--- config.mk ---
export PLATFORM = sky130hd
export DESIGN_NAME = led_scan_sequencer_flat
export DESIGN_NICKNAME = d
export VERILOG_FILES = /design/src/rtl/led_scan_sequencer_pkg.sv /design/src/rtl/led_scan_sequencer_if.sv /design/src/rtl/led_scan_sequencer_tick.sv /design/src/rtl/led_scan_sequencer.sv /design/src/flat_wrapper.sv
export SDC_FILE = /design/constraint.sdc
export NUM_CORES = 1
export LEC_CHECK = 0
export BUFFER_PORTS_ARGS = -buffer_cell sky130_fd_sc_hd__buf_2
export CAP_MARGIN = 15
export CELL_PAD_IN_SITES_DETAIL_PLACEMENT = 2
export CELL_PAD_IN_SITES_GLOBAL_PLACEMENT = 2
export CORE_UTILIZATION = 37
export DETAILED_ROUTE_END_ITERATION = 6
export PLACE_DENSITY = 0.79
export REMOVE_ABC_BUFFERS = 1
export SETUP_SLACK_MARGIN = 0.5
export SKIP_CTS_REPAIR_TIMING = 1
export SLEW_MARGIN = 20
export SYNTH_ARGS = -nofsm -noshare
export SYNTH_HDL_FRONTEND = slang
export SYNTH_SLANG_ARGS = --single-unit
export TNS_END_PERCENT = 5
--- constraint.sdc ---
create_clock -name clk -period 5.09 [get_ports clk]
set_clock_uncertainty 0.1 [all_clocks]
set_input_delay 0.7635 -clock clk [delete_from_list [all_inputs] [get_ports clk]]
set_output_delay 0.7635 -clock clk [all_outputs]
set_load 0.005 [all_outputs]
--- src/rtl/led_scan_sequencer_pkg.sv ---
// led_seq_pkg: shared types and constants for the LED scan sequencer
package led_seq_pkg;
  typedef enum logic [1:0] {IDLE, SCAN, OVR} state_t;
  typedef enum logic {UP, DOWN} dir_t;
  localparam logic [1:0] MODE_BLANK  = 2'b00;
  localparam logic [1:0] MODE_UP     = 2'b01;
  localparam logic [1:0] MODE_DOWN   = 2'b10;
  localparam logic [1:0] MODE_BOUNCE = 2'b11;
  localparam logic [2:0] DEC_EN_ON   = 3'b100;
  localparam logic [2:0] DEC_EN_OFF  = 3'b000;
endpackage

--- src/rtl/led_scan_sequencer_if.sv ---
// led_scan_sequencer_if: straps, host override port and decoder drive of the sequencer
//  run/mode      board straps (scan allowed, scan pattern)
//  req_*         host override request, ready is the handshake return
//  switch/enable 3-to-8 decoder select and enable, wrap is the scan wrap pulse
interface led_scan_sequencer_if;
  logic       run;
  logic [1:0] mode;
  logic       req_valid;
  logic [2:0] req_idx;
  logic       req_ready;
  logic [2:0] switch;
  logic [2:0] enable;
  logic       wrap;
  modport master (output run, mode, req_valid, req_idx, input req_ready, switch, enable, wrap);
  modport slave  (input run, mode, req_valid, req_idx, output req_ready, switch, enable, wrap);
endinterface

--- src/rtl/led_scan_sequencer_tick.sv ---
// scan_tick_gen: divides clk by TICK_DIV while enabled, pulses tick on the last count
//  clk, rst_n  clock and async active-low reset
//  en          count this cycle (held otherwise)
//  clr         restart the count at 0
//  tick        combinational, high on the cycle the count reaches TICK_DIV-1 while enabled
module scan_tick_gen #(
  parameter int TICK_DIV = 4
) (
  input  logic clk,
  input  logic rst_n,
  input  logic en,
  input  logic clr,
  output logic tick
);
  localparam int W = TICK_DIV > 1 ? $clog2(TICK_DIV) : 1;
  logic [W-1:0] cnt;
  assign tick = en && cnt == W'(TICK_DIV - 1);
  always_ff @(posedge clk or negedge rst_n) begin
    if (!rst_n) cnt <= '0;
    else if (clr || tick) cnt <= '0;
    else if (en) cnt <= cnt + 1'b1;
  end
endmodule

--- src/rtl/led_scan_sequencer.sv ---
// led_scan_sequencer: scans one lit LED through a 3-to-8 decoder with a timed host override
//  clk, rst_n  clock and async active-low reset
//  bus         slave side of led_scan_sequencer_if (straps, override request, decoder drive)
module led_scan_sequencer
  import led_seq_pkg::*;
#(
  parameter int TICK_DIV    = 4,
  parameter int HOLD_CYCLES = 8
) (
  input  logic                  clk,
  input  logic                  rst_n,
  led_scan_sequencer_if.slave   bus
);
  localparam int HW = HOLD_CYCLES > 1 ? $clog2(HOLD_CYCLES) : 1;
  state_t        state, state_n;
  dir_t          dir, dir_n;
  logic [2:0]    pos, pos_n, idx, idx_n;
  logic [HW-1:0] hold, hold_n;
  logic          tick, wrap_n, active, hold_done, up_step, bounce;
  assign active        = bus.run && bus.mode != MODE_BLANK;
  assign hold_done     = hold == HW'(HOLD_CYCLES - 1);
  assign bus.req_ready = state != OVR;
  assign bounce        = bus.mode == MODE_BOUNCE;
  assign up_step       = bus.mode == MODE_UP || (bounce && dir == UP);
  // counter only runs while staying in SCAN and restarts on every entry into SCAN
  scan_tick_gen #(.TICK_DIV(TICK_DIV)) u_tick (
    .clk  (clk),
    .rst_n(rst_n),
    .en   (state == SCAN && state_n == SCAN),
    .clr  (state != SCAN && state_n == SCAN),
    .tick (tick)
  );
  always_comb begin
    state_n = state;
    dir_n   = dir;
    pos_n   = pos;
    idx_n   = idx;
    hold_n  = hold;
    wrap_n  = 1'b0;
    // a request still held when the hold expires re-enters OVR with no gap
    if (state == OVR && !hold_done) hold_n = hold + 1'b1;
    else if (bus.req_valid) begin
      state_n = OVR;
      idx_n   = bus.req_idx;
      hold_n  = '0;
    end else state_n = active ? SCAN : IDLE;
    if (tick && up_step) begin
      dir_n  = (bounce && pos == 3'd7) ? DOWN : UP;
      pos_n  = (bounce && pos == 3'd7) ? 3'd6 : pos + 3'd1;
      wrap_n = pos == 3'd7;
    end else if (tick) begin
      dir_n  = (bounce && pos == 3'd0) ? UP : DOWN;
      pos_n  = (bounce && pos == 3'd0) ? 3'd1 : pos - 3'd1;
      wrap_n = pos == 3'd0;
    end
  end
  always_ff @(posedge clk or negedge rst_n) begin
    if (!rst_n) begin
      state      <= IDLE;
      dir        <= UP;
      pos        <= '0;
      idx        <= '0;
      hold       <= '0;
      bus.switch <= '0;
      bus.enable <= DEC_EN_OFF;
      bus.wrap   <= 1'b0;
    end else begin
      state      <= state_n;
      dir        <= dir_n;
      pos        <= pos_n;
      idx        <= idx_n;
      hold       <= hold_n;
      bus.switch <= state_n == OVR ? idx_n : pos_n;
      bus.enable <= state_n == IDLE ? DEC_EN_OFF : DEC_EN_ON;
      bus.wrap   <= wrap_n;
    end
  end
endmodule
--- src/flat_wrapper.sv ---
// flat-port wrapper written by rule: the top's interface ports become plain ports
module led_scan_sequencer_flat import led_seq_pkg::*;
#(
  parameter int TICK_DIV    = 4,
  parameter int HOLD_CYCLES = 8
)
  (clk, rst_n, bus_run, bus_mode, bus_req_valid, bus_req_idx, bus_req_ready, bus_switch, bus_enable, bus_wrap);
  led_scan_sequencer_if bus_i ();
  input  logic clk;
  input  logic rst_n;
  input wire logic [$bits(bus_i.run)-1:0] bus_run;
  input wire logic [$bits(bus_i.mode)-1:0] bus_mode;
  input wire logic [$bits(bus_i.req_valid)-1:0] bus_req_valid;
  input wire logic [$bits(bus_i.req_idx)-1:0] bus_req_idx;
  output wire logic [$bits(bus_i.req_ready)-1:0] bus_req_ready;
  output wire logic [$bits(bus_i.switch)-1:0] bus_switch;
  output wire logic [$bits(bus_i.enable)-1:0] bus_enable;
  output wire logic [$bits(bus_i.wrap)-1:0] bus_wrap;
  assign bus_i.run = bus_run;
  assign bus_i.mode = bus_mode;
  assign bus_i.req_valid = bus_req_valid;
  assign bus_i.req_idx = bus_req_idx;
  assign bus_req_ready = bus_i.req_ready;
  assign bus_switch = bus_i.switch;
  assign bus_enable = bus_i.enable;
  assign bus_wrap = bus_i.wrap;
  led_scan_sequencer #(.TICK_DIV(TICK_DIV), .HOLD_CYCLES(HOLD_CYCLES)) u_core (.clk(clk), .rst_n(rst_n), .bus(bus_i));
endmodule
==> results.json <==
{
  "run_status": "finished clean",
  "netlist_area_um2": 1030,
  "clock_tree_buf_depth": 2,
  "setup_viol": 0,
  "drive_gt1_frac": 0.300,
  "clock_latency_ps": 300,
  "port-buffer-count": 14,
  "kind_of_path_behind_the_tightest_hold_check": "in -> async",
  "cp.buffers_inverters": 0,
  "clock_tree.htree_level_count": 1,
  "cells_along_the_critical_path": "ha_1 -> ha_1 -> or2_1 -> nand2_1 -> mux2_2",
  "cts_inserted_buffers": 3,
  "cts.reportedPaths.clkPinSlew_ps": 100,
  "track_usage": 0.191,
  "yosys.cell_types.count": 35,
  "wire_length_after_detailed_routing_mm": 2.33,
  "switch_pwr_mw": 0.154,
  "coreArea_um2": 2540,
  "ff2ff_path_depth": 5,
  "grt_pass1_wl_mm": 3.75,
  "final_cell_count_no_fill": 140,
  "dp_worst_setup_slack_ps": 3030,
  "grt_max_degree": 20,
  "maxSlewViolCount": 0,
  "detail-route-antenna-nets": 0,
  "initial_core_util": 0.404,
  "syn-mean-instance-area_um2": 10.9,
  "tritoncts_clock_tree": "yes",
  "worst_setup_path_end_kind": "register",
  "synth-seq-cells": 19,
  "top_cell_types_by_occurrence_after_synthesis": "19 x dfrtp_1, 11 x nand2_1, 7 x ha_1, 7 x inv_1, 5 x o21ai_0",
  "drt_iter0_drc": 2,
  "die_area_um2": 2990,
  "ctsRootBufferMaster": "clkbuf_4",
  "finalNetCount": 127,
  "ff2ff_setup_slack_ps": 3160,
  "cts.sink_count": 19,
  "flow.area_growth_from_synthesis_pct": 11.2,
  "max-vdd-ir-drop_mv": 0.223,
  "synthArstFlopShare": 1.00,
  "vias_per_cell": 5.33,
  "tns_ps": 0,
  "p_int_mw": 0.296,
  "num_vias": 746,
  "regToRegEndpoint": "u_core.idx[0]",
  "sequential_share_of_the_synthesized_area": 0.463,
  "combPwrFrac": 0.338,
  "timing.final.crit_period_ps": 1930,
  "post-route-worst-setup-slack_ps": 3160,
  "leakage_power_nw": 0.601,
  "p_clk_frac": 0.168,
  "synthMostInstantiatedCell": "dfrtp_1",
  "power.sequential.fraction": 0.494,
  "fp.dieW_um": 54.7,
  "r2r_start": "u_core.hold[0]",
  "path_max_fanout": 6,
  "path_class": "reg -> reg",
  "most_frequent_cp_cell": "ha_1",
  "final_hold_viol_count": 0,
  "detailedRoute.firstPassIterationCount": 2,
  "post-route-drc-count": 0,
  "setup_repair_after_global_routing_missed_its_margin": "no",
  "placed_cells_incl_taps": 136,
  "synth_top_cell_by_area": "dfrtp_1",
  "grt_overflow": 0,
  "wl_per_cell_um": 16.7,
  "gp_congestion": 0.711,
  "required_ps": 5180,
  "synth.top_cells.by_area": "dfrtp_1 46%, ha_1 8.5%, nand2_1 4.0%",
  "io_pins": 17,
  "min_period_over_period": 0.380,
  "post-synth-top-area-fraction": 0.463,
  "powerDensity_nw_per_um2": 394,
  "number_of_antenna_violations_at_the_first_check_in_global_routing": 0,
  "maxCapViolations": 0,
  "height_of_the_die_um": 54.7,
  "synth-main-ff-cell": "dfrtp_1",
  "number_of_flops_mapped_to_enable_cells_by_yosys": 0,
  "count_of_synthesis_stage_warnings_from_yosys": 0,
  "critical-path-max-stage-delay_ps": 420,
  "critPathLaunchType": "register",
  "dpl.hpwl_mm": 1.93,
  "antennaDiodeCount": 0,
  "power.share.switching": 0.342,
  "gate_family_responsible_for_the_most_delay_along_the_worst_path": "simple AND/OR/NAND/NOR gates",
  "critical-path-slowest-cell": "dfrtp_1",
  "synthCells": 94,
  "core.rowCount": 18,
  "arrival_ps": 2020,
  "maxClockFrequency_mhz": 518,
  "first_global_vias": 747
}
-- layer usage --
layer  track usage  share of wire  vias to the layer above
li1              -              -                      358
met1         0.245           0.47                      369
met2         0.299           0.48                       14
met3        0.0667          0.040                        5
met4        0.0513          0.012                        0
met5             0              0                        -
-- sequential cells by signal, indices dropped and copies added (netlist names) --
| signal | count |
|---|---|
| u_core.bus.enable | 1 |
| u_core.idx | 3 |
| u_core.dir | 1 |
| u_core.bus.switch | 3 |
| u_core.hold | 3 |
| u_core.bus.wrap | 1 |
| u_core.state | 2 |
| u_core.pos | 3 |
| u_core.u_tick.cnt | 2 |
-- layout make-up --
cell class	count	area, µm²
repair buffers	14	70.1
inverters	7	26.3
clock buffers	4	26.3
fillers	277	1400
multi-input cells	66	507
well taps	30	37.5
flip-flops and latches	19	475
-- per-stage QoR --
step / power, mW / util / hold slack, ps / cell area, µm²
global route: 0.489 / 0.449 / 287 / 1140
floorplan: 0.319 / - / 350 / 1010
detailed placement: 0.385 / 0.439 / 393 / 1120
finish: 0.450 / 0.449 / 280 / 1140
global placement: 0.365 / 0.439 / 360 / 1120
CTS: 0.463 / 0.449 / 283 / 1140
-- worst register-to-register path: cells and delay by family, from the launching register on --
| kind | cells | cell delay (ps) |
|---|---|---|
| simple gates | 2 | 500 |
| fa+ha+maj | 2 | 460 |
| flops | 1 | 420 |
| mux | 1 | 350 |
-- power groups by stage --
stage / Clock (mW) / Combinational, mW / Sequential [mW]
after floorplan: 0 / 0.0990 / 0.220
after global placement: 0 / 0.144 / 0.221
after detailed placement: 0 / 0.159 / 0.226
after CTS: 0.0804 / 0.158 / 0.224
after global routing: 0.0882 / 0.173 / 0.228
final: 0.0757 / 0.152 / 0.222
-- how the worst max path moves through the flow --
stage	cells past startpoint	from	to	slack, ps
after floorplan	5	bus_mode[1]	u_core.bus.switch[2]	3290
after global placement	6	bus_mode[1]	u_core.bus.switch[2]	3060
after CTS	5	u_core.hold[0]	u_core.idx[0]	3140
final	5	u_core.hold[0]	u_core.idx[0]	3160
after global routing	7	u_core.pos[0]	u_core.bus.switch[1]	3050
after detailed placement	6	bus_mode[1]	u_core.bus.switch[2]	3030
-- layout by cell type, fill, tap and decap left out, types with 2 or more instances in the layout --
cell	count
a21o_1	2
a21oi_1	4
buf_2	14
clkbuf_4	3
conb_1	2
dfrtp_1	19
ha_1	7
inv_1	7
mux2_2	3
nand2_1	11
nand2b_1	2
nand3_1	3
nor2_1	2
nor3_1	2
o21ai_0	5
o21ai_1	2
o22a_1	2
-- kinds of logic after synthesis --
kind of cell / count (synthesis) / share of synthesized area
other cells: 1 / 0.00365
buf+inv: 10 / 0.0475
simple gates: 30 / 0.180
compound gates: 24 / 0.188
mux: 3 / 0.0329
fa+ha+maj: 7 / 0.0853
flops: 19 / 0.463
No activity file was read; power rests on OpenSTA's default activity.
